### src/rtl/fetch_unit.sv
// Instruction-fetch front end: program counter, prefetch FIFO and memory fetch FSM.
// Optional FETCH_PERF_EN adds a saturating stall_count output.
module fetch_unit #(
  parameter logic [15:0] RESET_PC = 16'h0200,
  parameter int          QDEPTH   = 2,
  parameter logic [7:0]  NOP_OP   = 8'hEA
) (
  input  logic        clk_2,
  input  logic        rst,
  input  logic        increment,
  input  logic        lower_byte,
  input  logic        pc_data,
  input  logic        branch_uncon,
  input  logic        branch_con,
  input  logic        branch_taken,
  input  logic [15:0] branch_target,
  output logic        mem_req,
  output logic [15:0] mem_addr,
  input  logic        mem_ack,
  input  logic [7:0]  mem_rdata,
  output logic [7:0]  instruction,
  output logic        flush,
  output logic        normal,
  output logic [15:0] pc
`ifdef FETCH_PERF_EN
  ,output logic [15:0] stall_count
`endif
);

  localparam int AW = $clog2(QDEPTH);
  localparam int CW = AW + 1;

  typedef enum logic {IDLE, REQ} state_t;

  state_t         state, state_n;
  logic [7:0]     fifo_mem [QDEPTH];
  logic [AW-1:0]  rd_ptr, wr_ptr;
  logic [CW-1:0]  count, count_n;
  logic [15:0]    fetch_addr, fetch_addr_n;
  logic [15:0]    req_addr, req_addr_n;
  logic [15:0]    pc_n;
  logic           drop, drop_n;
  logic           redirect, ack_ok, push, pop;
  logic           space_n, new_req;

  always_ff @(posedge clk_2 or posedge rst) begin
    if (rst) state <= IDLE;
    else     state <= state_n;
  end

  // Occupancy used for the fetch decision is the post-edge value, so an
  // accepted byte is already counted and the FIFO can never overflow.
  always_comb begin
    redirect = branch_uncon | (branch_con & branch_taken);
    ack_ok   = (state == REQ) & mem_ack;
    push     = ack_ok & ~drop & ~redirect;
    pop      = increment & normal & ~redirect;

    count_n = count;
    if (redirect)          count_n = '0;
    else if (push & ~pop)  count_n = count + CW'(1);
    else if (pop & ~push)  count_n = count - CW'(1);
    space_n = (count_n < CW'(QDEPTH));

    fetch_addr_n = fetch_addr;
    if (redirect)  fetch_addr_n = branch_target;
    else if (push) fetch_addr_n = fetch_addr + 16'd1;

    // A redirect while a request is still pending marks its data as stale.
    drop_n = drop;
    if (ack_ok) drop_n = 1'b0;
    if (redirect && (state == REQ) && !mem_ack) drop_n = 1'b1;

    state_n = state;
    case (state)
      IDLE:    if (pc_data && space_n) state_n = REQ;
      REQ:     if (mem_ack) state_n = (pc_data && space_n) ? REQ : IDLE;
      default: state_n = IDLE;
    endcase

    new_req    = (state_n == REQ) && !((state == REQ) && !mem_ack);
    req_addr_n = new_req ? fetch_addr_n : req_addr;

    pc_n = pc;
    if (redirect)
      pc_n = branch_target;
    else if (pop)
      pc_n = lower_byte ? {pc[15:8], 8'(pc[7:0] + 8'd1)} : pc + 16'd1;
  end

  always_ff @(posedge clk_2 or posedge rst) begin
    if (rst) begin
      pc         <= RESET_PC;
      fetch_addr <= RESET_PC;
      req_addr   <= RESET_PC;
      drop       <= 1'b0;
      count      <= '0;
      rd_ptr     <= '0;
      wr_ptr     <= '0;
      flush      <= 1'b0;
    end else begin
      pc         <= pc_n;
      fetch_addr <= fetch_addr_n;
      req_addr   <= req_addr_n;
      drop       <= drop_n;
      count      <= count_n;
      flush      <= redirect;
      if (redirect) begin
        rd_ptr <= '0;
        wr_ptr <= '0;
      end else begin
        if (push) wr_ptr <= wr_ptr + AW'(1);
        if (pop)  rd_ptr <= rd_ptr + AW'(1);
      end
    end
  end

  always_ff @(posedge clk_2) begin
    if (push) fifo_mem[wr_ptr] <= mem_rdata;
  end

  always_comb begin
    mem_req     = (state == REQ);
    mem_addr    = (state == REQ) ? req_addr : fetch_addr;
    normal      = (count != '0);
    instruction = normal ? fifo_mem[rd_ptr] : NOP_OP;
  end

`ifdef FETCH_PERF_EN
  always_ff @(posedge clk_2 or posedge rst) begin
    if (rst)
      stall_count <= 16'h0000;
    else if (!normal && !flush && (stall_count != 16'hFFFF))
      stall_count <= stall_count + 16'd1;
  end
`endif

endmodule

### config.mk
export PLATFORM = sky130hd
export DESIGN_NAME = fetch_unit
export DESIGN_NICKNAME = d
export VERILOG_FILES = /design/src/rtl/fetch_unit.sv
export SDC_FILE = /design/constraint.sdc
export NUM_CORES = 1
export LEC_CHECK = 0
export ABC_AREA = 1
export CAP_MARGIN = 30
export CELL_PAD_IN_SITES_DETAIL_PLACEMENT = 0
export CELL_PAD_IN_SITES_GLOBAL_PLACEMENT = 1
export CORE_MARGIN = 5
export CORE_UTILIZATION = 40
export CTS_BUF_LIST = sky130_fd_sc_hd__clkbuf_8
export CTS_CLUSTER_SIZE = 8
export DETAILED_ROUTE_END_ITERATION = 10
export GPL_ROUTABILITY_DRIVEN = 0
export GPL_TIMING_DRIVEN = 0
export PLACE_DENSITY = 0.81
export SKIP_CTS_REPAIR_TIMING = 1
export SLEW_MARGIN = 30
export SYNTH_ARGS = -nofsm -noshare
export SYNTH_HDL_FRONTEND = slang
export SYNTH_SLANG_ARGS = --single-unit
### constraint.sdc
create_clock -name clk_2 -period 3.4 [get_ports clk_2]
set_input_delay 0.68 -clock clk_2 [delete_from_list [all_inputs] [get_ports clk_2]]
set_output_delay 0.68 -clock clk_2 [all_outputs]
set_load 0.005 [all_outputs]
==> results.json <==
{
  "grt_pass1_vias": 3361,
  "drive_above_1_share_pct": 7.36,
  "cp.arrival_ns": 2.13,
  "intPower_uw": 1530,
  "clk_latency_ns": 0.35,
  "hold_slack_ns": 0.470,
  "final_cell_area_um2": 4790,
  "ys_async_sr_fraction_pct": 77.5,
  "status": "completed",
  "powerDensity_nw_per_um2": 456,
  "synth_most_common_cell": "nand2_1",
  "vdd_drop_max_v": 0.000341,
  "synth_cell_types": 38,
  "synth-seq-area-share_pct": 50.4,
  "max_freq_ghz": 0.356,
  "ys_seq_elements": 71,
  "clock-sinks": 71,
  "finalCritPeriodShare_pct": 82.6,
  "synth_top_area_cell": "dfrtp_1",
  "dieArea_um2": 11200,
  "p_sw_uw": 649,
  "clockPowerShare_pct": 30.2,
  "grt_pass1_wl_um": 17000,
  "grt_overflow": 0,
  "hold_path.class": "flop to flop",
  "slew_headroom_pct": 48.6,
  "synth_edf_count": 16,
  "dp_hpwl_um": 7760,
  "busiest_layer": "met2",
  "synth.top_cell.area_share_pct": 35.3,
  "fp.dieW_um": 106,
  "vias": 3335,
  "avgSynthCellArea_um2": 7.94,
  "drtPass1Iterations": 4,
  "htree_levels": 3,
  "critPathSlowestCell": "clkdlybuf4s50_1",
  "synthesis.area_um2": 3690,
  "syn-num-nets": 501,
  "power_frac_comb_pct": 22.5,
  "hold_viol_final": 0,
  "path_max_fanout": 10,
  "critPathCaptureType": "output port",
  "core_um2": 9110,
  "use_met1_pct": 26.0,
  "synthFlopType": "dfrtp_1",
  "start_util_pct": 40.5,
  "setup_viol": 0,
  "cts_tree": "done",
  "cap_violations": 0,
  "vias_per_cell": 4.99,
  "finalSetupTns_ns": 0,
  "syn2layout_area_growth_pct": 29.8,
  "yosysWarnings": 0,
  "rows": 35,
  "critPathLaunchType": "flop",
  "drc": 0,
  "switching_share_pct": 29.7,
  "numPortBuffers": 75,
  "dp.cells": 652,
  "critPathMaxStageDelay_ns": 0.55,
  "rsz0062_at_grt": "no",
  "diodes": 0,
  "post-route-min-period_ns": 2.81,
  "grt_start_max_net_pins": 38,
  "crit_required_ns": 2.72,
  "grt_antenna_before_repair": 0,
  "wl_per_cell_um": 15.2,
  "placed_area_um2": 4600,
  "drtIter0Drc": 145,
  "grt_util_met3_pct": 4.25,
  "fillCellCount": 888,
  "synth.area.top_cells": "dfrtp_1 35%, nand2_1 16%, edfxtp_1 13%",
  "p_leak_uw": 0.00216,
  "fp.dieH_um": 106,
  "worst_slack_ns": 0.590,
  "critical_path.cell_chain": "buf_4 -> clkbuf_1 -> nand2_1 -> o21ai_0 -> clkdlybuf4s50_1",
  "skew_ns": 0.00648,
  "cts.clk_slew.worst_paths_ns": 0.07,
  "power_frac_seq_pct": 47.3,
  "critical_path_class": "flop to output port",
  "dp_slack_ns": 0.539,
  "syn_inst": 465,
  "drt.antenna.violating_nets": 0,
  "grt_util_all_layers_pct": 19.1,
  "slew_viol_final": 0,
  "gr-usage-met2_pct": 30.8,
  "final_cell_count_no_fill": 668,
  "nNetsFinal": 588,
  "cts_buffers": 9,
  "yosys-top-cells-count": "161 x nand2_1, 52 x dfrtp_1, 48 x inv_1",
  "routed_wl_um": 10200,
  "cts-root-buf": "clkbuf_8",
  "clock_path_buffers": 2,
  "worstMarginPinSlew_ns": 0.768,
  "io_pins": 76
}
[per-layer routing]
layer / vias up / wire length, µm
li1: 1702 / -
met1: 1552 / 4780
met2: 69 / 4760
met3: 12 / 533
met4: 0 / 103
met5: - / 0
[through the flow]
| stage | util, % | total power (µW) |
|---|---|---|
| global placement | 50.3 | 1530 |
| detailed placement | 50.5 | 1540 |
| floorplan | - | 1280 |
| finish | 52.6 | 2180 |
| global route | 52.6 | 2310 |
| CTS | 52.6 | 2210 |
[worst paths after layout]
path                             start             end  slack, ns  cells after the start
setup / recovery               mem_req     mem_addr[2]       0.59                      5
hold / removal             req_addr[9]     req_addr[9]       0.47                      2
setup reg to reg               mem_req  fifo_mem[0][5]       1.30                      6
hold reg to reg            req_addr[9]     req_addr[9]       0.47                      2
max in group asynchronous          rst           pc[9]       2.24                      3
min in group asynchronous          rst     req_addr[4]       0.62                      2
[flip-flops by register name, summed over array words and instances (netlist names)]
name and flops:
count 2, drop 1, fetch_addr 16, fifo_mem 16, flush 1, mem_req 1, pc 16, rd_ptr 1
req_addr 16, wr_ptr 1
[cells in the final DEF, fill, tap and decap left out, drive strengths merged, types with 2 or more instances in the layout]
cell type,netlist,routed
a21oi,5,5
a31oi,6,6
buf,7,8
clkbuf,5,14
clkdlybuf4s50,0,75
clkinv,3,7
clkinvlp,0,2
dfrtp,52,52
dfstp,3,3
edfxtp,16,16
ha,3,3
inv,49,49
nand2,167,167
nand3,36,36
nand4,11,11
nor2,37,37
nor3,4,4
o211ai,9,9
o21ai,43,43
o21bai,2,2
[worst max-delay path, delay by kind of cell, from the launching register on]
kind                   cells  cell delay, ns
AOI/OAI and AO/OA          1            0.13
buffers and inverters      3            1.19
DFF                        1            0.38
and+or+nand+nor            1            0.09
[area by class of cell]
class | instances | area [µm²] | share of cell area (%)
flip-flops and latches | 71 | 1860 | 38.8
multi-input cells | 330 | 1560 | 32.5
repair buffers | 76 | 771 | 16.1
inverters | 52 | 205 | 4.28
well taps | 111 | 139 | 2.90
clock buffers | 9 | 124 | 2.59
plain buffers | 12 | 68.8 | 1.44
clock inverters | 7 | 63.8 | 1.33
[logic make-up after synthesis]
family,Yosys count,share of synthesized area [%]
DFF,71,50.4
and+or+nand+nor,257,30.3
AOI/OAI and AO/OA,70,10.9
adders and majority gates,3,1.02
buffers and inverters,64,7.36
[power groups by stage]
stage | Sequential (µW) | Combinational [µW] | Clock, µW
floorplan | 1030 | 247 | 0
global placement | 1040 | 485 | 0
detailed placement | 1050 | 496 | 0
CTS | 1030 | 500 | 677
finish | 1030 | 491 | 659
global route | 1050 | 553 | 713
No activity file was read; power rests on OpenSTA's default activity.
